### src/rtl/modexp_scheduler.sv
// modexp_scheduler: left-to-right square-and-multiply sequencer for modular
// exponentiation (result = base^exp mod n). It drives one shared external
// modular multiplier over a req/ack handshake and counts the busy cycles.
// Optional build macro CONST_TIME_EN: a multiply follows every square, so the
// multiplier traffic and the cycle count do not depend on the exponent bits.
//
// state  | meaning
// IDLE   | wait for start, latch base/exp/n
// LOAD   | seed accumulator, or finish immediately with err when n==0
// SQR    | request acc*acc, wait for mul_ack
// MUL    | request acc*base, wait for mul_ack
// GAP    | mandatory request-low cycle between multiplier operations
// DONE   | publish result with a one-cycle done pulse
module modexp_scheduler #(
   parameter int WIDTH = 8
) (
   input  logic                 clk,
   input  logic                 rst,
   input  logic                 start,
   input  logic [2*WIDTH-1:0]   base,
   input  logic [2*WIDTH-1:0]   exp,
   input  logic [2*WIDTH-1:0]   n,
   output logic [2*WIDTH-1:0]   result,
   output logic                 done,
   output logic                 busy,
   output logic                 err,
   output logic [15:0]          cycle_cnt,
   output logic                 mul_req,
   output logic [2*WIDTH-1:0]   mul_a,
   output logic [2*WIDTH-1:0]   mul_b,
   output logic [2*WIDTH-1:0]   mul_n,
   input  logic                 mul_ack,
   input  logic [2*WIDTH-1:0]   mul_p
);

   localparam int NW = 2 * WIDTH;
   localparam int IW = $clog2(NW);

   typedef enum logic [2:0] {
      S_IDLE, S_LOAD, S_SQR, S_MUL, S_GAP, S_DONE
   } state_t;

   state_t          state_q, state_d, nxt_q, nxt_d;
   logic [NW-1:0]   base_q, base_d, exp_q, exp_d, n_q, n_d;
   logic [NW-1:0]   acc_q, acc_d, result_q, result_d;
   logic [NW-1:0]   a_q, a_d, b_q, b_d;
   logic [IW-1:0]   idx_q, idx_d;
   logic [15:0]     cnt_q, cnt_d;
   logic            done_q, done_d, busy_q, busy_d, err_q, err_d, req_q, req_d;
   logic            do_mul;

   // Next-state and datapath updates; all outputs are derived from state_d so
   // they are registered alongside the state.
   always_comb begin
      state_d  = state_q;
      nxt_d    = nxt_q;
      base_d   = base_q;
      exp_d    = exp_q;
      n_d      = n_q;
      acc_d    = acc_q;
      result_d = result_q;
      a_d      = a_q;
      b_d      = b_q;
      idx_d    = idx_q;
      err_d    = err_q;
      cnt_d    = cnt_q;
      do_mul   = 1'b0;

      // Every busy cycle counts, saturating so long operations never wrap.
      if (busy_q && (cnt_q != 16'hFFFF)) cnt_d = cnt_q + 16'd1;

      case (state_q)
         S_IDLE: begin
            if (start) begin
               base_d  = base;
               exp_d   = exp;
               n_d     = n;
               acc_d   = '0;
               cnt_d   = '0;
               err_d   = 1'b0;
               state_d = S_LOAD;
            end
         end
         S_LOAD: begin
            if (n_q == '0) begin
               err_d   = 1'b1;
               state_d = S_DONE;
            end else begin
               acc_d   = (n_q == NW'(1)) ? '0 : NW'(1);
               idx_d   = IW'(NW - 1);
               state_d = S_SQR;
            end
         end
         S_SQR: begin
            if (mul_ack) begin
               acc_d   = mul_p;
               state_d = S_GAP;
`ifdef CONST_TIME_EN
               do_mul  = 1'b1;
`else
               do_mul  = exp_q[idx_q];
`endif
               if (do_mul)              nxt_d = S_MUL;
               else if (idx_q == '0)    nxt_d = S_DONE;
               else begin
                  idx_d = idx_q - IW'(1);
                  nxt_d = S_SQR;
               end
            end
         end
         S_MUL: begin
            if (mul_ack) begin
`ifdef CONST_TIME_EN
               // Dummy multiply for zero bits: product is dropped.
               acc_d = exp_q[idx_q] ? mul_p : acc_q;
`else
               acc_d = mul_p;
`endif
               state_d = S_GAP;
               if (idx_q == '0) nxt_d = S_DONE;
               else begin
                  idx_d = idx_q - IW'(1);
                  nxt_d = S_SQR;
               end
            end
         end
         S_GAP:   state_d = nxt_q;
         S_DONE:  state_d = S_IDLE;
         default: state_d = S_IDLE;
      endcase

      if (state_d == S_DONE) result_d = acc_q;
      done_d = (state_d == S_DONE);
      busy_d = (state_d == S_LOAD) || (state_d == S_SQR) ||
               (state_d == S_MUL)  || (state_d == S_GAP);
      req_d  = (state_d == S_SQR) || (state_d == S_MUL);

      // Operands are captured only when a request starts, keeping them stable.
      if (req_d && !req_q) begin
         a_d = acc_d;
         b_d = (state_d == S_SQR) ? acc_d : base_q;
      end
   end

   // State and output registers with synchronous reset that aborts any operation.
   always_ff @(posedge clk) begin
      if (rst) begin
         state_q  <= S_IDLE;
         nxt_q    <= S_IDLE;
         base_q   <= '0;
         exp_q    <= '0;
         n_q      <= '0;
         acc_q    <= '0;
         result_q <= '0;
         a_q      <= '0;
         b_q      <= '0;
         idx_q    <= '0;
         cnt_q    <= '0;
         done_q   <= 1'b0;
         busy_q   <= 1'b0;
         err_q    <= 1'b0;
         req_q    <= 1'b0;
      end else begin
         state_q  <= state_d;
         nxt_q    <= nxt_d;
         base_q   <= base_d;
         exp_q    <= exp_d;
         n_q      <= n_d;
         acc_q    <= acc_d;
         result_q <= result_d;
         a_q      <= a_d;
         b_q      <= b_d;
         idx_q    <= idx_d;
         cnt_q    <= cnt_d;
         done_q   <= done_d;
         busy_q   <= busy_d;
         err_q    <= err_d;
         req_q    <= req_d;
      end
   end

   assign result    = result_q;
   assign done      = done_q;
   assign busy      = busy_q;
   assign err       = err_q;
   assign cycle_cnt = cnt_q;
   assign mul_req   = req_q;
   assign mul_a     = a_q;
   assign mul_b     = b_q;
   assign mul_n     = n_q;

endmodule

### config.mk
export PLATFORM = sky130hd
export DESIGN_NAME = modexp_scheduler
export DESIGN_NICKNAME = d
export VERILOG_FILES = /design/src/rtl/modexp_scheduler.sv
export SDC_FILE = /design/constraint.sdc
export NUM_CORES = 1
export LEC_CHECK = 0
export ABC_AREA = 1
export CAP_MARGIN = 20
export CORE_MARGIN = 8
export CORE_UTILIZATION = 30
export CTS_CLUSTER_DIAMETER = 50
export CTS_CLUSTER_SIZE = 30
export DETAILED_ROUTE_END_ITERATION = 8
export GPL_TIMING_DRIVEN = 0
export SETUP_SLACK_MARGIN = 0.05
export SYNTH_ARGS = -nofsm -noshare
export SYNTH_HDL_FRONTEND = slang
export SYNTH_SLANG_ARGS = --single-unit
### constraint.sdc
create_clock -name clk -period 2 [get_ports clk]
set_input_delay 0.4 -clock clk [delete_from_list [all_inputs] [get_ports clk]]
set_output_delay 0.4 -clock clk [all_outputs]
set_load 0.005 [all_outputs]
==> impl_metrics.json <==
{
  "cp-end-kind": "register",
  "ys_seq_elements": 142,
  "cp.required_ns": 2.32,
  "timing.max_cap.violations": 0,
  "r2r-start": "state_q[1]$_SDFF_PP0_",
  "synth-edff-count": 0,
  "place_area_um2": 7876,
  "place.gp.congestion": 0.8016,
  "port_buffers": 149,
  "clkTransAtPathRegs_ns": 0.06,
  "drtAntennaViolNets": 0,
  "area_growth_pct": 41.59,
  "antenna_found_initial": 0,
  "most-common-layout-cells": "nor2_1, clkdlybuf4s50_1, nand2_1, dfxtp_1, o21ai_0",
  "antenna-diode-count": 0,
  "yosys.area_share.simple_pct": 30.62,
  "use_met2_pct": 24.60,
  "grt_use_total_pct": 15.04,
  "grt_use_met1_pct": 18.60,
  "setup_violations": 0,
  "fin_skew_ns": 0.01341,
  "cts.sinks": 142,
  "critPathKind": "reg2reg",
  "synthFlopType": "dfxtp_1",
  "htreeDepth": 4,
  "final_nets": 1098,
  "ys_types": 38,
  "yosys_warnings": 0,
  "async_flop_share_pct": 0,
  "cts_hold_buf": 0,
  "routed_wl_mm": 18.68,
  "via_count": 5821,
  "worst_hold_path_type": "in2reg",
  "worstRegToRegCells": 11,
  "die_x_um": 158.0,
  "cellPowerDensity_nw_per_um2": 918.1,
  "ir_worst_vdd_v": 0.0005012,
  "layout_min_cycle_time_ns": 1.843,
  "cp_max_fo": 10,
  "synth_compound_area_share_pct": 13.24,
  "r2r_slack_ns": 0.16,
  "ios": 152,
  "drive_gt1_share_pct": 9.038,
  "grt_max_degree": 17,
  "startpoint": "state_q[1]$_SDFF_PP0_",
  "final_area_um2": 8562,
  "viasPerCell": 4.444,
  "overflow": 0,
  "syn_nets": 928,
  "mostFrequentLayoutCell": "nor2_1",
  "globalRouteMet3Util_pct": 4.368,
  "worst_slew_pin_slew_ns": 0.6157,
  "rsz0062_at_grt": "yes",
  "leakage_uw": 0.003368,
  "r2r_end": "mul_b[0]$_SDFFE_PP0P_",
  "synth-seq-area-share_pct": 47.01,
  "synth_fa_ha_area_share_pct": 0.4138,
  "busiest_layer": "met2",
  "hold_violations": 0,
  "cts_buffers": 17,
  "core_um2": 20040,
  "slew_viol_final": 0,
  "clock.fmax_mhz": 542.5,
  "drc_errors": 0,
  "syn-mean-instance-area_um2": 7.048,
  "worst_slack_ns": 0.1566,
  "firstDrtPassIters": 5,
  "syn-cell-area_um2": 6047,
  "cts_tree": "done",
  "synth-xor-area-share_pct": 0.8690,
  "crit_arrival_ns": 2.16,
  "first_iter_violations": 357,
  "num_rows": 52,
  "grt_pass1_wl_mm": 29.16,
  "synth_mux_area_share_pct": 0,
  "cts-root-buf": "clkbuf_16",
  "status": "completed",
  "startpoint_type": "register",
  "synth_cells": 858,
  "wl_per_cell_um": 14.26,
  "die_area_um2": 24960,
  "final.setup.tns_ns": 0,
  "dp_hpwl_mm": 14.51,
  "clk_latency_ns": 0.43,
  "cp-endpoint": "mul_b[0]$_SDFFE_PP0P_",
  "grt_pass1_vias": 5534,
  "period_share_pct": 92.17,
  "pre_cts_slack_ns": -0.3138,
  "die_h_um": 158.0,
  "relSlewSlack_pct": 58.95,
  "initial_utilization_pct": 30.18,
  "clock_path_buffers": 2,
  "synth_top_family_by_area": "simple AND/OR/NAND/NOR gates"
}
[worst max-delay path, stage by stage, from the launching register on]
cell	delay (ns)
dfxtp_2	0.38
inv_2	0.07
nor2_4	0.19
nand2_2	0.12
o21ai_2	0.12
inv_2	0.05
nand2_2	0.10
nand3_2	0.13
buf_4	0.21
buf_6	0.15
nor3_2	0.18
nor2_1	0.05
[how the worst min path moves through the flow]
stage                               start                     to  slack (ns)  cells after the start
floorplan           exp_q[2]$_SDFFE_PP0P_  exp_q[2]$_SDFFE_PP0P_        0.42                      2
global placement    mul_a[6]$_SDFFE_PP0P_  mul_a[6]$_SDFFE_PP0P_        0.43                      2
detailed placement  mul_a[6]$_SDFFE_PP0P_  mul_a[6]$_SDFFE_PP0P_        0.43                      2
CTS                               mul_ack  nxt_q[0]$_SDFFE_PP0P_        0.33                      3
global route                      mul_ack  nxt_q[0]$_SDFFE_PP0P_        0.36                      3
finish                            mul_ack  nxt_q[0]$_SDFFE_PP0P_        0.34                      3
[layer usage]
metal	share of wire [%]	vias up	wire length (µm)
met5	0	-	0
met3	6.4	18	1199
met2	46	135	8598
li1	-	3057	-
met4	1.4	0	257
met1	46	2611	8628
[stage by stage]
step | utilization [%] | hold WS [ns] | std cells | power [µW]
detailed placement | 39.30 | 0.4303 | 1277 | 4664
global route | 42.73 | 0.3607 | 1310 | 8269
global placement | 39.30 | 0.4279 | 1277 | 4647
CTS | 42.33 | 0.3269 | 1308 | 7904
finish | 42.73 | 0.3407 | 1310 | 7860
floorplan | - | 0.4246 | 858 | 4009
[flip-flops by register name, summed over array words and instances (netlist names)]
| register | count |
|---|---|
| acc_q | 16 |
| base_q | 16 |
| cycle_cnt | 16 |
| exp_q | 16 |
| mul_a | 16 |
| mul_b | 16 |
| mul_n | 16 |
| result | 16 |
| idx_q | 4 |
| nxt_q | 3 |
| state_q | 3 |
| busy | 1 |
| done | 1 |
| err | 1 |
| mul_req | 1 |
[timing repair]
| item | CTS | global route |
|---|---|---|
| gates resized for setup | 6 | 24 |
| buffers inserted | 0 | 2 |
| endpoints found under the setup margin | 19 | 65 |
| pin swaps | 0 | 1 |
[cell usage after synthesis (all sizes together) (2+ instances only)]
library cell	count	area, µm²
xnor2	2	17.52
clkinv	2	7.510
xor2	4	35.03
a211oi	2	15.01
nand2	156	615.6
o21ai	82	414.2
inv	75	286.5
or2	7	43.79
a21oi	54	274.0
buf	16	101.3
clkbuf	21	78.83
nand4	5	31.28
nor2	221	864.6
nor3	11	60.06
ha	2	25.02
a21boi	10	75.07
dfxtp	142	2843
nand3	41	222.7
[area by class of cell]
cell class	count	area, µm²
Tap cell	270	337.8
Clock buffer	18	429.2
Buffer	37	191.4
Clock inverter	13	165.2
Timing Repair Buffer	151	1506
Sequential cell	142	2845
Multi-Input combinational cell	602	2780
Inverter	77	306.5
Fill cell	2135	11480
[logic make-up after synthesis]
kind of cell             after synthesis
adder cells (fa/ha/maj)                2
AND/OR/NAND/NOR                      443
flip-flops                           142
buffers and inverters                114
AO/OA/AOI/OAI                        151
XOR/XNOR                               6
[power by group]
group          switching, µW  total (µW)  internal (µW)
Clock                   1270        3230           1960
Combinational            780        1440            660
Sequential               139        3190           3060
Power figures use the tool's default switching activity.
